--- src/rtl/uart_loader_pkg.sv ---
// Shared definitions for the serial program loader.
// Receiver state encoding and the default bit period shared with the debug transmitter.
package uart_loader_pkg;

    localparam int          DEF_CLKS_PER_BIT = 234;
    localparam int          DEF_TIMEOUT_CLKS = 2_700_000;
    localparam logic [31:0] DEF_BASE_ADDR    = 32'h0000_0000;

    typedef enum logic [2:0] {
        ST_IDLE      = 3'd0,
        ST_START     = 3'd1,
        ST_DATA      = 3'd2,
        ST_STOP      = 3'd3,
        ST_WAIT_HIGH = 3'd4
    } rx_state_t;

    // Place byte b into byte lane 'lane' of word w (little-endian).
    function automatic logic [31:0] lane_insert(
        input logic [31:0] w,
        input logic [1:0]  lane,
        input logic [7:0]  b
    );
        logic [31:0] r;
        r = w;
        r[{lane, 3'b000} +: 8] = b;
        return r;
    endfunction

endpackage

--- src/rtl/uart_rx.sv ---
// 8N1 receiver: 2-flop synchronizer, mid-bit sampling FSM, bit timer and counter.
// Reports accepted bytes, stop-bit errors and start-bit events for the loader.
module uart_rx
    import uart_loader_pkg::*;
#(
    parameter int CLKS_PER_BIT = DEF_CLKS_PER_BIT
) (
    input  logic       i_clk,
    input  logic       i_rst,
    input  logic       i_rx,
    output logic       o_byte_valid,
    output logic [7:0] o_byte_data,
    output logic       o_frame_err,
    output logic       o_start_edge,
    output logic       o_start_ok,
    output logic       o_idle
);

    localparam int TW = $clog2(CLKS_PER_BIT);
    localparam logic [TW-1:0] FULL = TW'(CLKS_PER_BIT - 1);
    localparam logic [TW-1:0] HALF = TW'(CLKS_PER_BIT / 2 - 1);

    logic            r_sync1;
    logic            r_sync2;
    rx_state_t       r_state;
    logic [TW-1:0]   r_timer;
    logic [2:0]      r_bitcnt;
    logic [7:0]      r_shift;
    logic            r_byte_valid;
    logic [7:0]      r_byte_data;
    logic            r_frame_err;

    rx_state_t       w_next;
    logic [TW-1:0]   w_timer;
    logic [2:0]      w_bitcnt;
    logic [7:0]      w_shift;
    logic            w_bv;
    logic            w_fe;
    logic [7:0]      w_data;
    logic            w_start_edge;
    logic            w_start_ok;
    logic            w_rx;

    assign w_rx = r_sync2;

    // Bring the asynchronous line into the clock domain (idle high).
    always_ff @(posedge i_clk) begin
        if (i_rst) begin
            r_sync1 <= 1'b1;
            r_sync2 <= 1'b1;
        end else begin
            r_sync1 <= i_rx;
            r_sync2 <= r_sync1;
        end
    end

    // Receiver state, timers, shift register and registered output pulses.
    always_ff @(posedge i_clk) begin
        if (i_rst) begin
            r_state      <= ST_IDLE;
            r_timer      <= '0;
            r_bitcnt     <= '0;
            r_shift      <= '0;
            r_byte_valid <= 1'b0;
            r_byte_data  <= '0;
            r_frame_err  <= 1'b0;
        end else begin
            r_state      <= w_next;
            r_timer      <= w_timer;
            r_bitcnt     <= w_bitcnt;
            r_shift      <= w_shift;
            r_byte_valid <= w_bv;
            r_byte_data  <= w_data;
            r_frame_err  <= w_fe;
        end
    end

    // Next-state logic: half-bit check of the start bit, then one sample per bit period.
    always_comb begin
        w_next       = r_state;
        w_timer      = r_timer + TW'(1);
        w_bitcnt     = r_bitcnt;
        w_shift      = r_shift;
        w_bv         = 1'b0;
        w_fe         = 1'b0;
        w_data       = r_byte_data;
        w_start_edge = 1'b0;
        w_start_ok   = 1'b0;
        unique case (r_state)
            ST_IDLE: begin
                w_timer = '0;
                if (!w_rx) begin
                    w_next       = ST_START;
                    w_start_edge = 1'b1;
                end
            end
            ST_START: begin
                if (r_timer == HALF) begin
                    w_timer = '0;
                    if (!w_rx) begin
                        w_next     = ST_DATA;
                        w_bitcnt   = '0;
                        w_start_ok = 1'b1;
                    end else begin
                        w_next = ST_IDLE;
                    end
                end
            end
            ST_DATA: begin
                if (r_timer == FULL) begin
                    w_timer  = '0;
                    w_shift  = {w_rx, r_shift[7:1]};
                    w_bitcnt = r_bitcnt + 3'd1;
                    if (r_bitcnt == 3'd7) begin
                        w_next = ST_STOP;
                    end
                end
            end
            ST_STOP: begin
                if (r_timer == FULL) begin
                    w_timer = '0;
                    if (w_rx) begin
                        w_bv   = 1'b1;
                        w_data = r_shift;
                        w_next = ST_IDLE;
                    end else begin
                        w_fe   = 1'b1;
                        w_next = ST_WAIT_HIGH;
                    end
                end
            end
            ST_WAIT_HIGH: begin
                w_timer = '0;
                if (w_rx) begin
                    w_next = ST_IDLE;
                end
            end
            default: begin
                w_timer = '0;
                w_next  = ST_IDLE;
            end
        endcase
    end

    assign o_byte_valid = r_byte_valid;
    assign o_byte_data  = r_byte_data;
    assign o_frame_err  = r_frame_err;
    assign o_start_edge = w_start_edge;
    assign o_start_ok   = w_start_ok;
    assign o_idle       = (r_state == ST_IDLE);

endmodule

--- src/rtl/uart_loader.sv ---
// Serial program loader: packs received bytes into little-endian words and
// writes them to memory at incrementing addresses; an idle timeout ends a session.
module uart_loader
    import uart_loader_pkg::*;
#(
    parameter int          CLKS_PER_BIT = DEF_CLKS_PER_BIT,
    parameter logic [31:0] BASE_ADDR    = DEF_BASE_ADDR,
    parameter int          TIMEOUT_CLKS = DEF_TIMEOUT_CLKS
) (
    input  logic        clk,
    input  logic        rst,
    input  logic        uart_rx,
    output logic        byte_valid,
    output logic [7:0]  byte_data,
    output logic        frame_err,
    output logic        mem_we,
    output logic [31:0] mem_addr,
    output logic [31:0] mem_wdata,
    output logic        busy,
    output logic        load_done
);

    localparam int IW = ($clog2(TIMEOUT_CLKS) < 1) ? 1 : $clog2(TIMEOUT_CLKS);
    localparam logic [IW-1:0] LIMIT = IW'(TIMEOUT_CLKS - 1);

    logic          w_bv;
    logic [7:0]    w_byte;
    logic          w_fe;
    logic          w_start_edge;
    logic          w_start_ok;
    logic          w_idle;
    logic          w_timeout;

    logic [1:0]    r_lane;
    logic [31:0]   r_word;
    logic          r_we;
    logic [31:0]   r_wdata;
    logic [31:0]   r_addr;
    logic          r_busy;
    logic          r_done;
    logic [IW-1:0] r_idle_cnt;

    uart_rx #(
        .CLKS_PER_BIT(CLKS_PER_BIT)
    ) u_rx (
        .i_clk        (clk),
        .i_rst        (rst),
        .i_rx         (uart_rx),
        .o_byte_valid (w_bv),
        .o_byte_data  (w_byte),
        .o_frame_err  (w_fe),
        .o_start_edge (w_start_edge),
        .o_start_ok   (w_start_ok),
        .o_idle       (w_idle)
    );

    // A start edge in the same cycle beats the timeout.
    assign w_timeout = r_busy && w_idle && !w_start_edge && (r_idle_cnt == LIMIT);

    // Byte packer: fills lanes 0..3, then emits the word with a one-cycle strobe.
    always_ff @(posedge clk) begin
        if (rst) begin
            r_lane  <= '0;
            r_word  <= '0;
            r_we    <= 1'b0;
            r_wdata <= '0;
        end else begin
            r_we <= 1'b0;
            if (w_fe || w_timeout) begin
                r_lane <= '0;
                r_word <= '0;
            end else if (w_bv) begin
                r_word <= lane_insert(r_word, r_lane, w_byte);
                r_lane <= r_lane + 2'd1;
                if (r_lane == 2'd3) begin
                    r_we    <= 1'b1;
                    r_wdata <= lane_insert(r_word, r_lane, w_byte);
                end
            end
        end
    end

    // Address counter: advances after each write strobe, rewinds on session end.
    always_ff @(posedge clk) begin
        if (rst) begin
            r_addr <= BASE_ADDR;
        end else if (w_timeout) begin
            r_addr <= BASE_ADDR;
        end else if (r_we) begin
            r_addr <= r_addr + 32'd4;
        end
    end

    // Session tracking: busy from first accepted start bit until the idle timeout.
    always_ff @(posedge clk) begin
        if (rst) begin
            r_busy     <= 1'b0;
            r_done     <= 1'b0;
            r_idle_cnt <= '0;
        end else begin
            r_done <= 1'b0;
            if (w_start_ok) begin
                r_busy <= 1'b1;
            end
            if (w_start_edge || !r_busy || !w_idle) begin
                r_idle_cnt <= '0;
            end else if (w_timeout) begin
                r_idle_cnt <= '0;
                r_done     <= 1'b1;
                r_busy     <= 1'b0;
            end else begin
                r_idle_cnt <= r_idle_cnt + IW'(1);
            end
        end
    end

    assign byte_valid = w_bv;
    assign byte_data  = w_byte;
    assign frame_err  = w_fe;
    assign mem_we     = r_we;
    assign mem_addr   = r_addr;
    assign mem_wdata  = r_wdata;
    assign busy       = r_busy;
    assign load_done  = r_done;

endmodule
--- config.mk ---
export PLATFORM = sky130hd
export DESIGN_NAME = uart_loader
export DESIGN_NICKNAME = d
export VERILOG_FILES = /design/src/rtl/uart_loader_pkg.sv /design/src/rtl/uart_rx.sv /design/src/rtl/uart_loader.sv
export SDC_FILE = /design/constraint.sdc
export NUM_CORES = 1
export LEC_CHECK = 0
export BUFFER_PORTS_ARGS = -buffer_cell sky130_fd_sc_hd__buf_2
export CAP_MARGIN = 15
export CELL_PAD_IN_SITES_DETAIL_PLACEMENT = 1
export CELL_PAD_IN_SITES_GLOBAL_PLACEMENT = 1
export CORE_AREA = 4 4 176 93
export CTS_BUF_LIST = sky130_fd_sc_hd__clkbuf_4 sky130_fd_sc_hd__clkbuf_8 sky130_fd_sc_hd__clkbuf_16
export DETAILED_ROUTE_END_ITERATION = 12
export DIE_AREA = 0 0 180 97
export GPL_TIMING_DRIVEN = 0
export PLACE_DENSITY_LB_ADDON = 0.1
export SYNTH_ARGS = -nofsm -noshare
export SYNTH_HDL_FRONTEND = slang
export SYNTH_SLANG_ARGS = --single-unit
--- constraint.sdc ---
create_clock -name clk -period 4.25 [get_ports clk]
set_input_delay 0.85 -clock clk [delete_from_list [all_inputs] [get_ports clk]]
set_output_delay 0.85 -clock clk [all_outputs]
set_load 0.01 [all_outputs]
# Word level (Yosys, flattened, before mapping)
# Cells that the tools add are included.
# word_totals
reg_bits,157
in_bits,3
output_inout_bits,77
elab_cells,95
# classes
add_sub_neg,6
n_eq_ne,16
shift,2
n_mux,27
n_bitwise,4
n_reduce_logical,23
# ops
operator,n
32-bit by 3-bit adder with 32-bit output (second input constant),1
32-bit bitwise mux,1
8-bit by 7-bit variable shift with 32-bit output (first input constant),1
8-bit by 7-bit variable part select with 32-bit output,1
3-bit two-way mux,10
22-bit by 1-bit adder with 22-bit output (second input constant),1
22-bit == test (second input constant),1
8-bit two-way mux,2
8-bit one-hot mux with 2 select lines,1
3-bit one-hot mux with 5 select lines,1
1-bit two-way mux,10
2-bit by 1-bit != test with 1-bit output (second input constant),5
3-bit OR reduction,3
8-bit by 1-bit adder with 8-bit output (second input constant),1
8-bit by 7-bit == test with 1-bit output (second input constant),1
8-bit == test (second input constant),1
2-bit OR reduction,4
5-bit negator with 7-bit output,1
3-bit by 2-bit == test with 1-bit output (second input constant),2
3-bit == test (second input constant),2
3-bit one-hot mux with 2 select lines,1
3-bit AND reduction,2
6-bit AND reduction,1
2-bit != test (second input constant),2
other kinds (13),22

# Depth between registers and ports, before layout
# Gate-level depths: netlist of the first run.
# depth
depth_word,8
mapped_depth,7
depth_no_buf,6

# Cells and area by module
# From an unflattened synthesis of the first run, not the netlist that was laid out.
# hier_totals
hier_cells,793
hier_area_um2,7018.0
# by_module_without_submodules
mod,n_inst,cells_per_inst,area_each_um2,seq_area_each_um2
uart_loader,1,633,5534.1,2422.3
uart_rx,1,160,1483.9,680.7

# Least setup slack after synthesis of the first run
# No wires, ideal clock.
# synth_timing
path_type,flip-flop to flip-flop
startpoint,"register r_addr[8], in the netlist mem_addr[8]"
endpoint,"register r_addr[26], in the netlist mem_addr[26]"
setup_time_ns,0.071
arrival_time_ns,1.981
required_time_ns,4.179
path_slack_ns,2.199
stages_incl_launch_ff,7
path_buffers,2
period_less_slack_ns,2.051
cell_sequence,dfxtp_1 -> nand4_4 -> or4_4 -> buf_6 -> buf_6 -> or4_1 -> a21oi_1
# synth_via
elab_chain_len,1
# synth_lines
element,line_no,rtl
start: declaration,uart_loader.sv:38,logic [31:0] r_addr;
start signal: assignment,uart_loader.sv:90,r_addr <= r_addr + 32'd4;
32-bit by 3-bit adder with 32-bit output,uart_loader.sv:90,
# Every way passes these cells.
# A chain may end at the register's enable or synchronous reset.

# Final worst setup path of the first run
# layout_timing
startpoint,register r_idle_cnt[0]
endpoint,"register r_wdata[4], in the netlist mem_wdata[4]"
# layout_via
elab_chain_len,5
# layout_lines
element,line_no,rtl
start: declaration,uart_loader.sv:41,logic [IW-1:0] r_idle_cnt;
start signal: assignment,uart_loader.sv:112,r_idle_cnt <= r_idle_cnt + IW'(1);
22-bit == test,uart_loader.sv:58,assign w_timeout = r_busy && w_idle && !w_start_edge && (r_idle_cnt == LIMIT);
1-bit logical AND,uart_loader.sv:58,
1-bit logical OR,uart_loader.sv:69,if (w_fe || w_timeout) begin
1-bit inverter (no line),n/a,
3-bit AND reduction (no line),n/a,
end signal: assignment,uart_loader.sv:77,"r_wdata <= lane_insert(r_word, r_lane, w_byte);"
end: declaration,uart_loader.sv:37,logic [31:0] r_wdata;
# Every way passes these cells.

==> flow_summary_export.csv, run 1 <==
group,metric,value,unit
status,outcome,"completed",
setup_path,critPathArrivalTime,2.78,ns
cts,cts_max_path_buffers,2,
synthesis,ys_seq_elements,155,
setup_path,critPathSlowestCell,"sky130_fd_sc_hd__a21oi_1",
sta,timing.final.crit_period,2.48,ns
finish,antenna-diode-count,0,
global_routing,grt_start_max_net_pins,17,
global_routing,grt_usage,24.0,%
setup_path,endpoint_kind,"flip-flop",
cts,clkTransAtPathRegs,0.06,ns
synthesis,yosysUniqueCellTypes,51,
synthesis,yosysWarnings,0,
setup_path,crit_family,"compound AO/OA/AOI/OAI gates",
sta,unrepaired_setup_endpoints_after_global_routing,"false",
floorplanning,start_util,46.9,%
floorplanning,area_of_the_die,17500,um2
job,maxCapViolCount,0,
sta,worst-slew-pin-transition,0.848,ns
finish,final_net_count,893,
pwr,power.static_leakage,3.01,nW
drt,drt.antenna.violating_nets,0,
drt,wire_per_inst,19.0,um
global_routing,grt_overflow,0,
sta,drv_slew,0,
synthesis,post_synthesis_cell_area,7000,um2
synthesis,synthTopCellsByArea,"sky130_fd_sc_hd__dfxtp_1, sky130_fd_sc_hd__nor2_1, sky130_fd_sc_hd__nor2b_1",
setup_path,critical-path-max-stage-delay,0.58,ns
synthesis,asyncSetResetFlopFracSynth,0,%
global_routing,antenna_found_initial,0,
floorplanning,core,14900,um2
cts,post_cts.repair.setup_buffers,0,
drt,drt-vias-per-instance,5.67,
setup_path,timing.critical_path.buf_inv,1,
synthesis,synth_edf_count,0,
setup_path,critical_path_class,"reg -> reg",
cts,htree_levels,4,
cts,cts_tree,"done",
drt,drt_first_iter_violations,425,
finish,most_common_cell_after_layout_fill_and_taps_aside,"sky130_fd_sc_hd__dfxtp_1",
synthesis,post_synth.cell_area_avg,8.98,um2
synthesis,synthDominantCellAreaShare,44.3,%
setup_path,chain_of_cells_forming_the_critical_path,"ha_1 -> nand3_1 -> nor4_1 -> a21oi_1 -> buf_2 -> mux2_2",
sta,fmax,0.403,GHz
sta,layout_worst_path_cycle_share,58.4,%
finish,layout_common_cells,"sky130_fd_sc_hd__dfxtp_1, sky130_fd_sc_hd__nor2_1, sky130_fd_sc_hd__buf_2",
pwr,powerDensity,375,nW/um2
sta,report.final.hold_viol_count,0,
worst_hold_path,hold_class,"reg -> reg",
floorplanning,chipWidth,180,um
drt,route.vias.total,6197,
sta,final-setup-viol-count,0,
setup_path,path_max_fanout,10,
pwr,total_power,3.09,mW
finish,area_delta_synth_final,17.9,%
cts,hold_bufs_inserted_after_cts,0,
finish,share_of_cells_above_drive_strength_1,17.9,%
floorplanning,num_io_pins,80,
synthesis,synthCells,780,
placement,dp_hpwl,14.6,mm
sta,maxSlewHeadroom,43.1,%
global_routing,grt_first_pass_wirelength,34.5,mm
setup_path,setup.worst_path.start_class,"flip-flop",
synthesis,synth.largest_area_cell,"sky130_fd_sc_hd__dfxtp_1",
pwr,ir_drop,256,uV
global_routing,grt_pass1_vias,6548,
setup_path,timing.critical_path.required,4.55,ns
sta,finClkSkew,0.00918,ns
placement,placement.io_buffers,77,
placement,gp_congestion,0.848,
cts,clk_root_buffer_cell,"sky130_fd_sc_hd__clkbuf_16",
cts,cts_inserted_buffers,17,
drt,finalWirelength,20.8,mm
floorplanning,fp-row-count,32,
synthesis,commonest_register_cell_after_synthesis,"sky130_fd_sc_hd__dfxtp_1",
cts,tritoncts_num_sinks,155,
cts,clkLatencyLatePin,0.43,ns
drt,detail_route.first_pass.iterations,5,
drt,drc,0,
synthesis,synth_seq_area_share,44.3,%
floorplanning,fp.dieH,97,um
sta,fin_tns_setup,0,ns
cts,cts.repair.resized,0,
where the power goes:
group	total [mW]	internal, mW	switching (mW)	leakage [nW]
registers	1.46	1.45	0.00112	1.25
clock network	1.59	0.966	0.624	0.298
logic	0.0472	0.0109	0.0363	1.46
total	3.09	2.43	0.662	3.01
worst register-to-register path, stage by stage (launching register included):
cell	delay, ns
sky130_fd_sc_hd__dfxtp_1	0.34
sky130_fd_sc_hd__ha_1	0.24
sky130_fd_sc_hd__nand3_1	0.28
sky130_fd_sc_hd__nor4_1	0.14
sky130_fd_sc_hd__a21oi_1	0.58
sky130_fd_sc_hd__buf_2	0.40
sky130_fd_sc_hd__mux2_2	0.39
cell usage after synthesis (10+ instances only):
| library cell | count |
|---|---|
| sky130_fd_sc_hd__nor2b_1 | 65 |
| sky130_fd_sc_hd__xnor2_1 | 24 |
| sky130_fd_sc_hd__ha_1 | 13 |
| sky130_fd_sc_hd__nor2_1 | 118 |
| sky130_fd_sc_hd__or4_1 | 20 |
| sky130_fd_sc_hd__nor3_1 | 22 |
| sky130_fd_sc_hd__a21oi_1 | 55 |
| sky130_fd_sc_hd__a211oi_1 | 40 |
| sky130_fd_sc_hd__nor4_1 | 10 |
| sky130_fd_sc_hd__or3_1 | 10 |
| sky130_fd_sc_hd__mux2_2 | 32 |
| sky130_fd_sc_hd__nand2_1 | 23 |
| sky130_fd_sc_hd__nand4_1 | 14 |
| sky130_fd_sc_hd__nand3_1 | 19 |
| sky130_fd_sc_hd__dfxtp_1 | 155 |
| sky130_fd_sc_hd__mux2i_1 | 19 |
| sky130_fd_sc_hd__inv_1 | 10 |
| sky130_fd_sc_hd__clkbuf_1 | 35 |
| sky130_fd_sc_hd__o31ai_1 | 15 |
stage by stage:
step / utilization [%] / hold WS, ns / setup WS, ns / std cells / cell area (um2)
floorplan: - / 0.389 / 2.20 / 781 / 7010
global placement: 51.2 / 0.397 / 1.72 / 1062 / 7650
detailed placement: 51.2 / 0.402 / 1.68 / 1062 / 7650
CTS: 55.3 / 0.422 / 1.70 / 1092 / 8260
global route: 55.3 / 0.458 / 1.52 / 1092 / 8260
finish: 55.3 / 0.415 / 1.77 / 1092 / 8260
sequential cells by signal (all words and copies together) (netlist names), 8 cells and up:
signal / count
r_word: 32
u_rx.r_shift: 8
mem_wdata: 32
u_rx.o_byte_data: 8
mem_addr: 30
r_idle_cnt: 22
u_rx.r_timer: 8
routing by layer:
| layer | share of wire (%) | GRT usage [%] | vias to the layer above |
|---|---|---|---|
| met4 | 0.99 | 5.91 | 0 |
| li1 | - | - | 2953 |
| met3 | 4.4 | 4.88 | 18 |
| met5 | 0 | 0 | - |
| met1 | 49 | 33.2 | 3097 |
| met2 | 46 | 38.8 | 129 |
path summary, 6_finish.rpt:
path / start / cells past startpoint / to / slack (ns)
setup / recovery: r_idle_cnt[0] / 6 / mem_wdata[4] / 1.77
hold / removal: u_rx.r_sync1 / 1 / u_rx.r_sync2 / 0.42
setup reg to reg: r_idle_cnt[0] / 6 / mem_wdata[4] / 1.77
hold reg to reg: u_rx.r_sync1 / 1 / u_rx.r_sync2 / 0.42
logic make-up after synthesis:
logic type                 share of synthesized area (%)
and+or+nand+nor                                     26.0
adders and majority gates                           2.32
other                                             0.0535
AOI/OAI and AO/OA                                   11.5
buffers and inverters                               3.88
DFF                                                 44.3
xor gates and xnor gates                            4.13
muxes                                               7.86
final cells by class:
type	instances	area, um2
clock inverters	10	143
clock buffers	20	467
plain buffers	51	234
inverters	10	37.5
multi-input cells	565	3630
fillers	1767	6680
well taps	204	255
flip-flops and latches	155	3100
repair buffers	77	385
Power figures use the tool's default switching activity.
==> run 2: changes to the inputs <==
--- a/config.mk
+++ b/config.mk
@@ -9,10 +9,10 @@
 export CAP_MARGIN = 15
 export CELL_PAD_IN_SITES_DETAIL_PLACEMENT = 1
 export CELL_PAD_IN_SITES_GLOBAL_PLACEMENT = 1
-export CORE_AREA = 4 4 176 93
+export CORE_AREA = 4 4 193 101
 export CTS_BUF_LIST = sky130_fd_sc_hd__clkbuf_4 sky130_fd_sc_hd__clkbuf_8 sky130_fd_sc_hd__clkbuf_16
 export DETAILED_ROUTE_END_ITERATION = 12
-export DIE_AREA = 0 0 180 97
+export DIE_AREA = 0 0 197 105
 export GPL_TIMING_DRIVEN = 0
 export PLACE_DENSITY_LB_ADDON = 0.1
 export SYNTH_ARGS = -nofsm -noshare
==> constraint.sdc (replaced) <==
create_clock -name clk -period 2.26 [get_ports clk]
set_input_delay 0.452 -clock clk [delete_from_list [all_inputs] [get_ports clk]]
set_output_delay 0.452 -clock clk [all_outputs]
set_load 0.01 [all_outputs]
==> flow_summary_export.csv, run 2 (same netlist as run 1, synthesis figures left out) <==
group,metric,value,unit
global_routing,grt_start_max_net_pins,17,
pwr,net_switching_share_of_the_total_power,22.3,%
setup_path,rr_worst_depth,6,
setup_path,timing.critical_path.mode_cell,"sky130_fd_sc_hd__or4_4",
setup_path,chain_of_cells_forming_the_critical_path,"or4_4 -> or4_4 -> o21ai_4 -> buf_12 -> buf_2 -> a211oi_1",
cts,cts_tree,"done",
floorplanning,num_io_pins,80,
finish,area_delta_synth_final,20.4,%
global_routing,grt_overflow,0,
sta,layout_worst_path_cycle_share,97.4,%
status,outcome,"completed",
global_routing,grt_first_pass_wirelength,34.4,mm
drt,drt_first_iter_violations,289,
cts,cts_max_path_buffers,2,
global_routing,grt_usage,20.5,%
setup_path,path_max_fanout,7,
drt,drc,0,
setup_path,critical-path-max-stage-delay,0.60,ns
sta,report.final.hold_viol_count,0,
floorplanning,start_util,39.0,%
placement,placement.io_buffers,77,
finish,fillers,2098,
sta,fmax,0.454,GHz
sta,worst-slew-pin-transition,0.612,ns
finish,finish.cell_count_without_fillers,1132,
finish,final_net_count,897,
cts,clkTransAtPathRegs,0.06,ns
cts,clkLatencyLatePin,0.42,ns
floorplanning,fp-row-count,35,
pwr,combinationalPowerShare,1.8,%
drt,wire_per_inst,18.2,um
placement,gp_congestion,0.796,
sta,drv_slew,0,
pwr,share_clk_of_total_power,48.6,%
finish,share_of_cells_above_drive_strength_1,22.1,%
sta,timing.final.crit_period,2.20,ns
placement,dpl_worst_slack,-0.300,ns
floorplanning,core,18000,um2
finish,postLayoutCellArea,8430,um2
global_routing,grt_pass1_vias,6444,
setup_path,critical_path.startpoint,"r_idle_cnt[11]",
setup_path,endpoint,"r_word[8]",
cts,htree_levels,4,
setup_path,reg2reg_setup_slack,0.06,ns
job,maxCapViolCount,0,
setup_path,timing.critical_path.required,2.54,ns
finish,layout_common_cells,"sky130_fd_sc_hd__dfxtp_1, sky130_fd_sc_hd__nor2_1, sky130_fd_sc_hd__buf_2",
pwr,switching_pwr,1.23,mW
finish,antenna-diode-count,0,
drt,detail_route.first_pass.iterations,4,
placement,placement.cell_area,7690,um2
cts,cts_inserted_buffers,17,
setup_path,critPathArrivalTime,2.48,ns
cts,clk_root_buffer_cell,"sky130_fd_sc_hd__clkbuf_16",
setup_path,setup.worst_path.start_class,"flip-flop",
cts,tritoncts_num_sinks,155,
drt,drt-vias-per-instance,5.40,
drt,drt.antenna.violating_nets,0,
setup_path,critical_path_class,"reg -> reg",
pwr,power.share.sequential,49.6,%
drt,finalWirelength,20.6,mm
pwr,ir_drop,536,uV
pwr,powerDensity,654,nW/um2
global_routing,antenna_found_initial,0,
floorplanning,area_of_the_die,20700,um2
placement,placedCellCount,1098,
floorplanning,fp.dieH,105,um
pwr,power.static_leakage,3.05,nW
setup_path,critPathSlowestCell,"sky130_fd_sc_hd__or4_4",
placement,dp_hpwl,15.1,mm
setup_path,endpoint_kind,"flip-flop",
sta,maxSlewHeadroom,58.6,%
pwr,internal_dissipation,4.29,mW
sta,finClkSkew,0.0118,ns
drt,route.vias.total,6117,
setup_path,worst_r2r_endpoint,"r_word[8]",
finish,most_common_cell_after_layout_fill_and_taps_aside,"sky130_fd_sc_hd__dfxtp_1",
worst_hold_path,hold_class,"in -> reg",
setup_path,critical_path.reg2reg.startpoint,"r_idle_cnt[11]",
sta,setup_ws,0.0594,ns
sta,final-setup-viol-count,0,
floorplanning,chipWidth,197,um
cts,hold_bufs_inserted_after_cts,0,
-- run 2: changes by cell type in the layout (fill, tap and decap cells not counted), moves of 3 or more --
cell	previous run	this run
sky130_fd_sc_hd__clkinv_2	2	5
sky130_fd_sc_hd__or4_4	1	5
sky130_fd_sc_hd__or4_1	20	16
sky130_fd_sc_hd__buf_6	2	5
sky130_fd_sc_hd__dfxtp_2	0	11
sky130_fd_sc_hd__clkbuf_4	0	3
sky130_fd_sc_hd__buf_4	5	8
sky130_fd_sc_hd__clkinvlp_4	1	4
sky130_fd_sc_hd__dfxtp_1	155	144
sky130_fd_sc_hd__clkbuf_1	35	27
sky130_fd_sc_hd__clkbuf_2	0	4
sky130_fd_sc_hd__nor4_1	10	7
-- run 2: cell type report --
class | count | area (um2) | area share, %
buffer | 48 | 251 | 2.98
clock buffer | 18 | 439 | 5.21
clock inverter | 12 | 103 | 1.22
inverter | 10 | 37.5 | 0.445
multi-input combinational | 565 | 3740 | 44.3
sequential | 155 | 3120 | 37.0
tap | 240 | 300 | 3.56
timing repair buffer | 84 | 448 | 5.31
-- run 2: worst min path at each step --
stage                 start            to  slack, ns  depth (start not counted)
2_1_floorplan  u_rx.r_sync1  u_rx.r_sync2       0.39                          1
3_3_place_gp   u_rx.r_sync1  u_rx.r_sync2       0.39                          1
3_5_place_dp   u_rx.r_sync1  u_rx.r_sync2       0.41                          1
4_1_cts             uart_rx  u_rx.r_sync1       0.20                          2
5_1_grt             uart_rx  u_rx.r_sync1       0.19                          2
6_report            uart_rx  u_rx.r_sync1       0.21                          2
-- run 2: layer usage --
metal	vias to the layer above	GRT usage [%]	share of wire [%]
met1	3038	29.4	51
met3	21	4.32	3.9
met2	100	31.2	44
li1	2958	-	-
met5	-	0	0
met4	0	5.54	1.0
-- run 2: worst max-delay path, delay by kind of cell (launching register included) --
kind                   cells  cell delay, ns
flip-flops                 1            0.35
buffers and inverters      2            0.30
AO/OA/AOI/OAI              2            0.22
AND/OR/NAND/NOR            2            1.17
-- run 2: what timing repair did --
action / 4_1_cts / 5_1_grt
cloned: 0 / 1
buffers inserted: 2 / 4
endpoints found under the setup margin: 115 / 113
pin swaps: 1 / 4
gates resized for setup: 16 / 31
-- run 2: metrics by stage --
stage | TNS (ns) | hold slack (ns) | total power, mW | utilization, %
2_1_floorplan | 0 | 0.389 | 2.86 | -
3_3_place_gp | -13.59 | 0.393 | 2.88 | 42.9
3_5_place_dp | -16.14 | 0.406 | 2.89 | 42.9
4_1_cts | -0.214 | 0.196 | 5.57 | 46.3
5_1_grt | -0.337 | 0.187 | 5.73 | 47.0
6_report | 0 | 0.211 | 5.52 | 47.0
-- run 2: power by group through the flow --
stage | Clock [mW] | Combinational, mW | Sequential (mW)
after floorplan | 0 | 0.0583 | 2.80
after global placement | 0 | 0.0852 | 2.80
after detailed placement | 0 | 0.0884 | 2.80
after CTS | 2.74 | 0.0931 | 2.74
after global routing | 2.89 | 0.109 | 2.74
final | 2.68 | 0.0985 | 2.74
